`src/rtl/secret_key_vault.sv`:
```
// secret_key_vault: holds NUM_KEYS secret keys and releases one per granted
// request as a one-clock pulse; LOCK_THRESH consecutive denials lock it for
// LOCK_CYCLES clocks. Optional slot writes under `define KEYVAULT_WR_EN.
// Ports: clk, rst_n (sync, active low); req_valid/req_ready/req_idx request;
// access_granted from access control; key_valid/key_out release pulse;
// deny pulse; locked level; fail_cnt consecutive denials;
// [KEYVAULT_WR_EN] wr_en/wr_idx/wr_data slot write.
module secret_key_vault #(
    parameter int               KEY_W       = 32,
    parameter int               NUM_KEYS    = 4,
    parameter logic [KEY_W-1:0] KEY_BASE    = 32'h12345678,
    parameter int               LOCK_THRESH = 3,
    parameter int               LOCK_CYCLES = 16,
    localparam int              IDX_W       = $clog2(NUM_KEYS),
    localparam int              FC_W        = $clog2(LOCK_THRESH + 1)
) (
    input  logic             clk,
    input  logic             rst_n,
    input  logic             req_valid,
    output logic             req_ready,
    input  logic [IDX_W-1:0] req_idx,
    input  logic             access_granted,
`ifdef KEYVAULT_WR_EN
    input  logic             wr_en,
    input  logic [IDX_W-1:0] wr_idx,
    input  logic [KEY_W-1:0] wr_data,
`endif
    output logic             key_valid,
    output logic [KEY_W-1:0] key_out,
    output logic             deny,
    output logic             locked,
    output logic [FC_W-1:0]  fail_cnt
);

    typedef enum logic [1:0] {IDLE, OUT, LOCK} state_t;

    localparam int               TM_W    = $clog2(LOCK_CYCLES + 1);
    localparam logic [IDX_W:0]   NUM_K   = NUM_KEYS[IDX_W:0];
    localparam logic [FC_W-1:0]  THRESH  = FC_W'(LOCK_THRESH);
    localparam logic [TM_W-1:0]  TM_LOAD = TM_W'(LOCK_CYCLES - 1);

    // Power-on key of slot i: base XOR (i replicated into every byte).
    function automatic logic [KEY_W-1:0] init_slot(input logic [IDX_W-1:0] i);
        logic [KEY_W-1:0] rep;
        rep = KEY_W'({(KEY_W/8){8'h01}});
        return KEY_BASE ^ (KEY_W'(i) * rep);
    endfunction

    state_t           state_q;
    logic             ready_q;
    logic             key_valid_q;
    logic [KEY_W-1:0] key_q;
    logic             deny_q;
    logic             locked_q;
    logic [FC_W-1:0]  fail_q;
    logic [TM_W-1:0]  timer_q;

    logic             hs_d;
    logic             in_rng_d;
    logic [FC_W-1:0]  fail_inc_d;
    logic [KEY_W-1:0] rd_key_d;

    assign hs_d       = req_valid & ready_q;
    assign in_rng_d   = ({1'b0, req_idx} < NUM_K);
    assign fail_inc_d = (fail_q == THRESH) ? fail_q : fail_q + FC_W'(1);

`ifdef KEYVAULT_WR_EN
    logic [KEY_W-1:0] slot_q [NUM_KEYS];
    logic             wr_ok_d;

    assign wr_ok_d = wr_en & access_granted & (state_q == IDLE)
                   & ({1'b0, wr_idx} < NUM_K);

    // A read in the same cycle samples slot_q before this write lands,
    // so it returns the old key.
    assign rd_key_d = slot_q[req_idx];

    always_ff @(posedge clk) begin
        if (!rst_n) begin
            for (int i = 0; i < NUM_KEYS; i++) begin
                slot_q[i] <= init_slot(IDX_W'(i));
            end
        end else if (wr_ok_d) begin
            slot_q[wr_idx] <= wr_data;
        end
    end
`else
    assign rd_key_d = init_slot(req_idx);
`endif

    always_ff @(posedge clk) begin
        if (!rst_n) begin
            state_q     <= IDLE;
            ready_q     <= 1'b1;
            key_valid_q <= 1'b0;
            key_q       <= '0;
            deny_q      <= 1'b0;
            locked_q    <= 1'b0;
            fail_q      <= '0;
            timer_q     <= '0;
        end else begin
            key_valid_q <= 1'b0;
            key_q       <= '0;
            deny_q      <= 1'b0;
            unique case (state_q)
                IDLE: begin
                    if (hs_d) begin
                        if (access_granted && in_rng_d) begin
                            state_q     <= OUT;
                            ready_q     <= 1'b0;
                            key_valid_q <= 1'b1;
                            key_q       <= rd_key_d;
                            fail_q      <= '0;
                        end else begin
                            deny_q <= 1'b1;
                            fail_q <= fail_inc_d;
                            if (fail_inc_d == THRESH) begin
                                state_q  <= LOCK;
                                ready_q  <= 1'b0;
                                locked_q <= 1'b1;
                                timer_q  <= TM_LOAD;
                            end
                        end
                    end
                end
                OUT: begin
                    state_q <= IDLE;
                    ready_q <= 1'b1;
                end
                LOCK: begin
                    if (timer_q == '0) begin
                        state_q  <= IDLE;
                        ready_q  <= 1'b1;
                        locked_q <= 1'b0;
                        fail_q   <= '0;
                    end else begin
                        timer_q <= timer_q - TM_W'(1);
                    end
                end
                default: begin
                    state_q  <= IDLE;
                    ready_q  <= 1'b1;
                    locked_q <= 1'b0;
                end
            endcase
        end
    end

    assign req_ready = ready_q;
    assign key_valid = key_valid_q;
    assign key_out   = key_q;
    assign deny      = deny_q;
    assign locked    = locked_q;
    assign fail_cnt  = fail_q;

endmodule

```
`config.mk`:
```
export PLATFORM = sky130hd
export DESIGN_NAME = secret_key_vault
export DESIGN_NICKNAME = d
export VERILOG_FILES = /design/src/rtl/secret_key_vault.sv
export SDC_FILE = /design/constraint.sdc
export NUM_CORES = 1
export LEC_CHECK = 0
export CORE_MARGIN = 2
export CORE_UTILIZATION = 39
export DETAILED_ROUTE_END_ITERATION = 7
export PLACE_DENSITY = 0.82
export SLEW_MARGIN = 20
export SYNTH_ARGS = -nofsm -noshare
export SYNTH_HDL_FRONTEND = slang
export SYNTH_SLANG_ARGS = --single-unit
```
`constraint.sdc`:
```
create_clock -name clk -period 2.7 [get_ports clk]
set_clock_uncertainty 0.2 [all_clocks]
set_input_delay 0.405 -clock clk [delete_from_list [all_inputs] [get_ports clk]]
set_output_delay 0.405 -clock clk [all_outputs]
set_load 0.05 [all_outputs]
```
==> run metrics <==
setup TNS 0 ns; crit start category flop; Yosys reg bits 17; area taken by multi-input logic gates around 370 µm²; vias in the first global route 500; top-count cell post-synth buf_4; maxcap violations 0; sequential cell area around 340 µm²; status finished, final reports clean; top cell type's share of synthesized area a little under two fifths; area leader, netlist dfxtp_1; Power, Total 0.568 mW; Final Max Tran Viols 0; # hold bufs at CTS 0; Layout area overhead 21.1%; Yosys cell types 34; Critical Path Sink Type output port; die area approximately 2700 µm²; post-synthesis cell count 95; ys flop type dfxtp_1; initial antenna violation count 0; Worst Path Max Fanout 11; post-route minimum period 2.29 ns; Initial Utilization between 40% and 50%; Routed Antenna Nets 0; clk root buf clkbuf_4; placed cells roughly 140; Post-Syn Area approximately 900 µm²; PwrDens around 520 nW/µm²; DRC 0; Die W 52.0 µm; Post-synth EDFFs 0; Ys Warns 0; number of post-CTS setup repair buffers 0; post-cts resize count 0; worst slew pin tran 0.537 ns; HPWL Detailed 1150 µm; final core occ a little under 50%; global-route wire length before repair between 2000 and 2500 µm; DP Worst Slack 0.468 ns; Total Nets Final about 120; Worst Hold Launch timer_q[4]$_SDFFE_PN0P_; flop2flop setup slack 0.54 ns; Async S/R FF share, synth 0%; Die Y 52.0 µm; Post-synth top cells 28 x buf_4, 17 x dfxtp_1, 5 x nand2_1; worst reg2reg path startpoint timer_q[0]$_SDFFE_PN0P_; share of layout cells above drive strength 1 a little under a tenth; Bufs and invs on worst path 1; Avg Inst Size Synth 9.44 µm²; Seq/Total Area, Yosys 37.9%; RePlAce Congestion between 0.7 and 0.8; diode count 0; CP max stage cell clkdlybuf4s50_1; final worst slack 0.405 ns; RSZ-0062 raised after global routing false; # rows 17; GRT Overall Usage 11.4%; Max H-tree Level 1; crit-path leading delay family buffers and inverters; CTS tree yes; cts bufs inserted 3; GRT overflow 0; Max Root-Sink Buffers 2; non-filler instance count after layout ~140; pin count of the biggest net entering global routing 13; Pre-antenna DRT Iters 4; initial DRC count 11; Port Buf Inserts 30; leakage power 0.422 nW; clk slew on worst S/H paths roughly 0.10 ns; largest cells by area after synthesis dfxtp_1 38%, buf_4 23%, nor3b_1 2.5%; post-DR wirelength/cell between 10 and 15 µm; Via density ~4.6; CP max stage delay approximately 0.87 ns; crit path kind reg -> out; Max Fclk between 400 and 500 MHz; maximum VDD drop 0.000312 V; Clk Latency, worst-skew pair ~0.30 ns; Top Ports 44; Data arrival, critical path approximately 1.7 ns; final WL 1530 µm; FF-to-FF End timer_q[2]$_SDFFE_PN0P_; Filler cells between 200 and 250; slew margin rel. ~64%; Clock Sink Count 17; crit path cell chain clkdlybuf4s50_1; core area between 2000 and 2500 µm²; Hold Path Class reg -> reg; Hold Path Sink timer_q[4]$_SDFFE_PN0P_; WP data required approximately 2.1 ns; Hold Vio Cnt, Final 0; Tcrit/Tclk final 85.0%; Via Count 645; R2R cell count 6; Setup violations, final 0; hold path cells 2
[flip-flops by register name, summed over array words and instances (netlist names)]
| signal | cells |
|---|---|
| state_q | 2 |
| fail_cnt | 2 |
| req_ready | 1 |
| deny | 1 |
| key_out | 4 |
| locked | 1 |
| key_valid | 1 |
| timer_q | 5 |
[layout by cell type (no fill, tap or decap), types with 3 or more instances in the layout]
| cell type | count |
|---|---|
| and2_1 | 3 |
| clkbuf_4 | 3 |
| clkdlybuf4s50_1 | 30 |
| conb_1 | 13 |
| dfxtp_1 | 17 |
| inv_1 | 3 |
| nand2_1 | 5 |
| nor2b_1 | 3 |
| nor3b_1 | 3 |
[cell families after synthesis]
group | share of synthesized area, %
flops | 37.9
simple gates | 18.6
compound gates | 13.0
buf+inv | 25.7
fa+ha+maj | 1.39
mux | 1.12
xor+xnor | 1.95
other cells | 0.418
[where the power goes]
group / switching [mW] / internal, mW
sequential: 0.00910 / 0.259
clock: 0.0818 / 0.0553
combinational: 0.117 / 0.0459
[metal layers]
layer	GRT usage [%]	wire [µm]	vias up
met4	5.26	27	0
met3	4.89	168	5
met1	12.5	628	284
met2	18.8	707	39
met5	0	0	-
li1	-	-	317
[layout make-up]
class,instances,share of cell area (%)
tap,28,3.23
sequential,17,31.3
inverter,3,1.04
clock buffer,3,2.07
clock inverter,1,0.461
multi-input combinational,57,34.2
timing repair buffer,30,27.6
[how the worst max path moves through the flow]
stage,startpoint,to,slack [ns],cells past startpoint
finish,key_out[21]$_SDFF_PN0_,key_out[10],0.41,1
global route,key_out[21]$_SDFF_PN0_,key_out[3],0.31,1
CTS,key_out[21]$_SDFF_PN0_,key_out[4],0.38,1
detailed placement,rst_n,key_out[9]$_SDFF_PN0_,0.47,5
global placement,rst_n,key_out[9]$_SDFF_PN0_,0.53,5
floorplan,timer_q[0]$_SDFFE_PN0P_,fail_cnt[1]$_SDFFE_PN0P_,0.67,6
[metrics by stage]
stage	instance area [µm²]	hold slack [ns]
3_3_place_gp	1060	0.261
3_5_place_dp	1060	0.268
2_1_floorplan	942	0.246
4_1_cts	1090	0.285
5_1_grt	1090	0.300
6_report	1090	0.283
(Power assumes the default switching activity.)
